**src/rtl/seq_pc_ctrl_if.sv**
```systemverilog
`default_nettype none
// +------------------------------------------------------------------------+
// | seq_pc_ctrl_if : fetch/execute/data-memory signal bundle for the        |
// |                  SEQ program-counter controller.                        |
// | Revision 1.0                                                            |
// +------------------------------------------------------------------------+
interface seq_pc_ctrl_if;
  logic [3:0]  icode;
  logic [63:0] valC;
  logic [63:0] valP;
  logic        instr_valid;
  logic        imem_error;
  logic        cnd;
  logic        stall;
  logic        mem_ack;
  logic        dmem_error;
  logic [63:0] valM;
  logic [63:0] pc;
  logic [2:0]  stat;
  logic        mem_req;
  logic        commit;
  logic [63:0] retired;

  modport master (
    input  icode, valC, valP, instr_valid, imem_error, cnd, stall,
           mem_ack, dmem_error, valM,
    output pc, stat, mem_req, commit, retired
  );

  modport slave (
    output icode, valC, valP, instr_valid, imem_error, cnd, stall,
           mem_ack, dmem_error, valM,
    input  pc, stat, mem_req, commit, retired
  );
endinterface
`default_nettype wire

```
**src/rtl/seq_pc_ctrl.sv**
```systemverilog
`default_nettype none
// +------------------------------------------------------------------------+
// | seq_pc_ctrl : SEQ fetch-stage PC sequencer with data-memory handshake   |
// |               and Y86-64 status tracking. Optional retired-instruction  |
// |               counter enabled by macro SEQ_RETIRE_CNT_EN.               |
// | Revision 1.0                                                            |
// +------------------------------------------------------------------------+
module seq_pc_ctrl #(
  parameter logic [63:0] RESET_PC = 64'h0
) (
  input wire           clk,
  input wire           rst_n,
  seq_pc_ctrl_if.master bus
);

  typedef enum logic [1:0] {
    S_RUN  = 2'd0,
    S_MEM  = 2'd1,
    S_HALT = 2'd2,
    S_ERR  = 2'd3
  } state_t;

  localparam logic [2:0] STAT_AOK = 3'd1;
  localparam logic [2:0] STAT_HLT = 3'd2;
  localparam logic [2:0] STAT_ADR = 3'd3;
  localparam logic [2:0] STAT_INS = 3'd4;

  localparam logic [3:0] I_HALT   = 4'h0;
  localparam logic [3:0] I_RMMOVQ = 4'h4;
  localparam logic [3:0] I_MRMOVQ = 4'h5;
  localparam logic [3:0] I_JXX    = 4'h7;
  localparam logic [3:0] I_CALL   = 4'h8;
  localparam logic [3:0] I_RET    = 4'h9;
  localparam logic [3:0] I_PUSHQ  = 4'hA;
  localparam logic [3:0] I_POPQ   = 4'hB;

  state_t      state, state_nx;
  logic [63:0] pc, pc_nx;
  logic [2:0]  stat, stat_nx;
  logic        mem_req, mem_req_nx;
  logic        commit, commit_nx;
  logic        is_mem_class;
  logic [63:0] next_pc;

  always_comb begin
    is_mem_class = (bus.icode == I_RMMOVQ) || (bus.icode == I_MRMOVQ) ||
                   (bus.icode == I_CALL)   || (bus.icode == I_RET)    ||
                   (bus.icode == I_PUSHQ)  || (bus.icode == I_POPQ);
  end

  // valM is only consumed on the MEM->RUN edge, where mem_ack qualifies it.
  always_comb begin
    next_pc = bus.valP;
    if (bus.icode == I_CALL) begin
      next_pc = bus.valC;
    end else if ((bus.icode == I_JXX) && bus.cnd) begin
      next_pc = bus.valC;
    end else if (bus.icode == I_RET) begin
      next_pc = bus.valM;
    end
  end

  always_comb begin
    state_nx   = state;
    pc_nx      = pc;
    stat_nx    = stat;
    mem_req_nx = 1'b0;
    commit_nx  = 1'b0;
    case (state)
      S_RUN: begin
        if (bus.imem_error) begin
          state_nx = S_ERR;
          stat_nx  = STAT_ADR;
        end else if (!bus.instr_valid) begin
          state_nx = S_ERR;
          stat_nx  = STAT_INS;
        end else if (bus.icode == I_HALT) begin
          state_nx = S_HALT;
          stat_nx  = STAT_HLT;
        end else if (bus.stall) begin
          state_nx = S_RUN;
        end else if (is_mem_class) begin
          state_nx   = S_MEM;
          mem_req_nx = 1'b1;
        end else begin
          pc_nx     = next_pc;
          commit_nx = 1'b1;
        end
      end
      S_MEM: begin
        mem_req_nx = 1'b1;
        if (bus.mem_ack) begin
          mem_req_nx = 1'b0;
          if (bus.dmem_error) begin
            state_nx = S_ERR;
            stat_nx  = STAT_ADR;
          end else begin
            state_nx  = S_RUN;
            pc_nx     = next_pc;
            commit_nx = 1'b1;
          end
        end
      end
      default: begin
        state_nx = state;
      end
    endcase
  end

  always_ff @(posedge clk or negedge rst_n) begin
    if (!rst_n) begin
      state   <= S_RUN;
      pc      <= RESET_PC;
      stat    <= STAT_AOK;
      mem_req <= 1'b0;
      commit  <= 1'b0;
    end else begin
      state   <= state_nx;
      pc      <= pc_nx;
      stat    <= stat_nx;
      mem_req <= mem_req_nx;
      commit  <= commit_nx;
    end
  end

`ifdef SEQ_RETIRE_CNT_EN
  logic [63:0] retired_cnt;

  // Counts alongside the PC update, so it tracks commit with no extra lag.
  always_ff @(posedge clk or negedge rst_n) begin
    if (!rst_n) begin
      retired_cnt <= 64'd0;
    end else if (commit_nx) begin
      retired_cnt <= retired_cnt + 64'd1;
    end
  end

  assign bus.retired = retired_cnt;
`else
  assign bus.retired = 64'd0;
`endif

  assign bus.pc      = pc;
  assign bus.stat    = stat;
  assign bus.mem_req = mem_req;
  assign bus.commit  = commit;

endmodule
`default_nettype wire
```
**src/flat_wrapper.sv**
```systemverilog
// flat-port wrapper written by rule: the top's interface ports become plain ports
module seq_pc_ctrl_flat 
#(
  parameter logic [63:0] RESET_PC = 64'h0
)
  (clk, rst_n, bus_icode, bus_valC, bus_valP, bus_instr_valid, bus_imem_error, bus_cnd, bus_stall, bus_mem_ack, bus_dmem_error, bus_valM, bus_pc, bus_stat, bus_mem_req, bus_commit, bus_retired);
  seq_pc_ctrl_if bus_i ();
  input wire clk;
  input wire rst_n;
  input wire logic [$bits(bus_i.icode)-1:0] bus_icode;
  input wire logic [$bits(bus_i.valC)-1:0] bus_valC;
  input wire logic [$bits(bus_i.valP)-1:0] bus_valP;
  input wire logic [$bits(bus_i.instr_valid)-1:0] bus_instr_valid;
  input wire logic [$bits(bus_i.imem_error)-1:0] bus_imem_error;
  input wire logic [$bits(bus_i.cnd)-1:0] bus_cnd;
  input wire logic [$bits(bus_i.stall)-1:0] bus_stall;
  input wire logic [$bits(bus_i.mem_ack)-1:0] bus_mem_ack;
  input wire logic [$bits(bus_i.dmem_error)-1:0] bus_dmem_error;
  input wire logic [$bits(bus_i.valM)-1:0] bus_valM;
  output wire logic [$bits(bus_i.pc)-1:0] bus_pc;
  output wire logic [$bits(bus_i.stat)-1:0] bus_stat;
  output wire logic [$bits(bus_i.mem_req)-1:0] bus_mem_req;
  output wire logic [$bits(bus_i.commit)-1:0] bus_commit;
  output wire logic [$bits(bus_i.retired)-1:0] bus_retired;
  assign bus_i.icode = bus_icode;
  assign bus_i.valC = bus_valC;
  assign bus_i.valP = bus_valP;
  assign bus_i.instr_valid = bus_instr_valid;
  assign bus_i.imem_error = bus_imem_error;
  assign bus_i.cnd = bus_cnd;
  assign bus_i.stall = bus_stall;
  assign bus_i.mem_ack = bus_mem_ack;
  assign bus_i.dmem_error = bus_dmem_error;
  assign bus_i.valM = bus_valM;
  assign bus_pc = bus_i.pc;
  assign bus_stat = bus_i.stat;
  assign bus_mem_req = bus_i.mem_req;
  assign bus_commit = bus_i.commit;
  assign bus_retired = bus_i.retired;
  seq_pc_ctrl #(.RESET_PC(RESET_PC)) u_core (.clk(clk), .rst_n(rst_n), .bus(bus_i));
endmodule
```
**config.mk**
```make
export PLATFORM = sky130hd
export DESIGN_NAME = seq_pc_ctrl_flat
export DESIGN_NICKNAME = d
export VERILOG_FILES = /design/src/rtl/seq_pc_ctrl_if.sv /design/src/rtl/seq_pc_ctrl.sv /design/src/flat_wrapper.sv
export SDC_FILE = /design/constraint.sdc
export NUM_CORES = 1
export LEC_CHECK = 0
export ABC_AREA = 1
export CAP_MARGIN = 40
export CORE_AREA = 3 3 130 132
export DETAILED_ROUTE_END_ITERATION = 8
export DIE_AREA = 0 0 133 135
export GPL_TIMING_DRIVEN = 0
export PLACE_DENSITY = 0.74
export REMOVE_ABC_BUFFERS = 1
export SLEW_MARGIN = 5
export SYNTH_ARGS = -nofsm -noshare
export SYNTH_HDL_FRONTEND = slang
export SYNTH_SLANG_ARGS = --single-unit
```
**constraint.sdc**
```tcl
create_clock -name clk -period 2.3 [get_ports clk]
set_clock_uncertainty 0.05 [all_clocks]
set_input_delay 0.69 -clock clk [delete_from_list [all_inputs] [get_ports clk]]
set_output_delay 0.69 -clock clk [all_outputs]
set_load 0.02 [all_outputs]
```
==> results.sh <==
export IMPL_area_growth_pct=62.1
export IMPL_initial_core_util_pct=33.2
export IMPL_avgSynthCellArea_sq_um=6.35
export IMPL_final_cells=1311
export IMPL_insertion_delay_ps=340
export IMPL_yosysWarnings=0
export IMPL_fmax_mhz=450
export IMPL_cp_cell_sequence="clkdlybuf4s50_1 > inv_2 > nand2_1 > nor2_4 > clkinvlp_4 > buf_4 > nand2_8 > nand2_1 > nand2_1 > nand2_1 > nand2_1"
export IMPL_setup_slack_ps=77.8
export IMPL_cts_tree="built"
export IMPL_finalSetupViolations=0
export IMPL_yosysUniqueCellTypes=18
export IMPL_r2r_start="u_core.state[1]"
export IMPL_die_area_sq_mm=0.0180
export IMPL_cp_common_cell="nand2_1"
export IMPL_hold_violations=0
export IMPL_crit_family="buffers and inverters"
export IMPL_drt_iter0_drc=383
export IMPL_drv_cap=0
export IMPL_diodes=0
export IMPL_dp_hpwl_microns=13100
export IMPL_layout_commonest_cell="nand2_1"
export IMPL_grt_overflow=0
export IMPL_crit_buf_inv=4
export IMPL_endpoint_kind="flop"
export IMPL_fp_row_count=46
export IMPL_slowest_stage="clkdlybuf4s50_1"
export IMPL_drt_wl_total_microns=22900
export IMPL_rsz0062_at_grt="yes"
export IMPL_finalPower_mw=3.82
export IMPL_worst_ep_arrival_time_ps=2450
export IMPL_die_x_microns=133
export IMPL_clock_path_buffers=2
export IMPL_nNetsFinal=1294
export IMPL_avgRoutedWirePerCell_microns=17.5
export IMPL_clk_pin_slew_ps=60
export IMPL_die_h_microns=135
export IMPL_grt_max_degree=38
export IMPL_yosysSeqAreaShare_pct=33.9
export IMPL_required_ps=2520
export IMPL_cts_sinks=71
export IMPL_place_congestion=0.845
export IMPL_final_antenna_net_count=0
export IMPL_final_cell_mix="466 x nand2_1, 269 x clkdlybuf4s50_1, 135 x nand3_1, 70 x dfrtp_1, 64 x conb_1"
export IMPL_leakage_nw=4.34
export IMPL_startpoint_type="input port"
export IMPL_vias=6141
export IMPL_numCtsBuffers=9
export IMPL_grt_pass1_vias=5617
export IMPL_drc=0
export IMPL_synth_seq_cells=71
export IMPL_vias_per_cell=4.68
export IMPL_synthCells=826
export IMPL_crit_fanout=16
export IMPL_first_pass_iters=5
export IMPL_cts_root_buf="clkbuf_16"
export IMPL_rr_worst_depth=8
export IMPL_worst_r2r_endpoint="u_core.bus.pc[59]"
export IMPL_ios=337
export IMPL_dp_cells=1266
export IMPL_fillers=1548
export IMPL_syn_area_sq_mm=0.00525
export IMPL_maxSlewViolCount=0
export IMPL_coreArea_sq_mm=0.0158
export IMPL_antenna_found_initial=1
export IMPL_numPortBuffers=272
export IMPL_outcome="finished clean"
export IMPL_ir_drop_uv=303
export IMPL_min_period_ps=2220
export IMPL_slowest_delay_ps=450
export IMPL_fin_crit_sh_pct=96.6
export IMPL_grt_total_usage_pct=22.8
export IMPL_htreeDepth=3
export IMPL_critical_path_class="input port to flop"
export IMPL_r2r_slack_ps=360
export IMPL_hp_class="input port to async pin"
export IMPL_grt_pass1_wl_microns=31500
export IMPL_pre_cts_slack_ps=-1340
export IMPL_final_util_pct=53.8
export IMPL_drive_above_1_share_pct=6.67
export IMPL_powerDensity_mw_per_mm2=449
[metal layers]
metal  vias to the layer above  global-route usage [%]  share of wire (%)
met1                      2828                    27.0                 40
met3                        34                    5.29                7.3
li1                       2997                       -                  -
met5                         -                       0              0.057
met2                       280                    40.7                 50
met4                         2                    7.97                2.3
[worst max path at each step]
stage                     cells after the start                 to          from  slack (ps)
after floorplan                               9   u_core.bus.pc[0]  bus_icode[0]       -2760
after global placement                       10  u_core.bus.pc[40]  bus_icode[3]       -6640
after detailed placement                      9  u_core.bus.pc[59]  bus_icode[2]       -1340
after CTS                                    11  u_core.bus.pc[40]  bus_icode[0]           9
after global routing                         11  u_core.bus.pc[59]  bus_icode[3]         -30
final                                        11  u_core.bus.pc[19]  bus_icode[3]          80
[final cells by class]
type	instances	area, sq um	area share (%)
Inverter	14	66.3	0.779
Timing Repair Buffer	296	3040	35.8
Tap cell	216	270	3.18
Sequential cell	71	1780	20.9
Multi-Input combinational cell	698	3050	35.9
Clock inverter	6	60.1	0.706
Clock buffer	10	239	2.81
[cells in the mapped netlist]
cell type	instances	area [sq um]
nor2_4	1	11.3
nor2_2	4	25.0
nand2_1	469	1760
clkbuf_1	1	3.75
nor2_1	7	26.3
nand3_1	136	681
inv_2	3	11.3
dfstp_2	1	26.3
nand4_1	1	6.26
nor3_1	1	5.00
dfrtp_1	70	1750
conb_1	1	3.75
buf_4	73	548
o21ai_0	3	15.0
buf_6	17	191
inv_1	11	41.3
buf_2	26	130
nand2_4	1	11.3
[repair_timing]
item,in CTS,in global routing
setup buffers,12,5
endpoints found under the setup margin,66,64
pin swaps,9,7
hold buffers,0,0
gates resized for setup,22,7
gates cloned,8,4
[flip-flops by register name (all words and copies together), names as in the netlist]
| signal | count |
|---|---|
| u_core.state | 2 |
| u_core.bus.stat | 3 |
| u_core.bus.mem_req | 1 |
| u_core.bus.pc | 64 |
| u_core.bus.commit | 1 |
[power breakdown]
part	switching, mW	internal (mW)
sequential	0.0299	1.30
clock	0.553	0.863
combinational	0.537	0.535
total	1.12	2.70
[worst reg2reg max path: cells and delay by family (launching register included)]
| family | cells | cell delay [ps] |
|---|---|---|
| buf+inv | 2 | 340 |
| flops | 1 | 400 |
| simple gates | 6 | 1080 |
[cell families after synthesis]
group	synth area share, %
AOI/OAI and AO/OA	0.286
DFF	33.9
and+or+nand+nor	48.1
other	0.0714
buffers and inverters	17.6
[per-stage QoR]
step	cell area [sq um]	setup TNS [ps]	hold slack [ps]
after floorplan	4610	-178260	344
after global placement	7600	-566570	404
after detailed placement	7760	-83440	414
after CTS	8350	0	266
after global routing	8510	-27.4	291
final	8510	0	259
No activity file was read; power rests on OpenSTA's default activity.
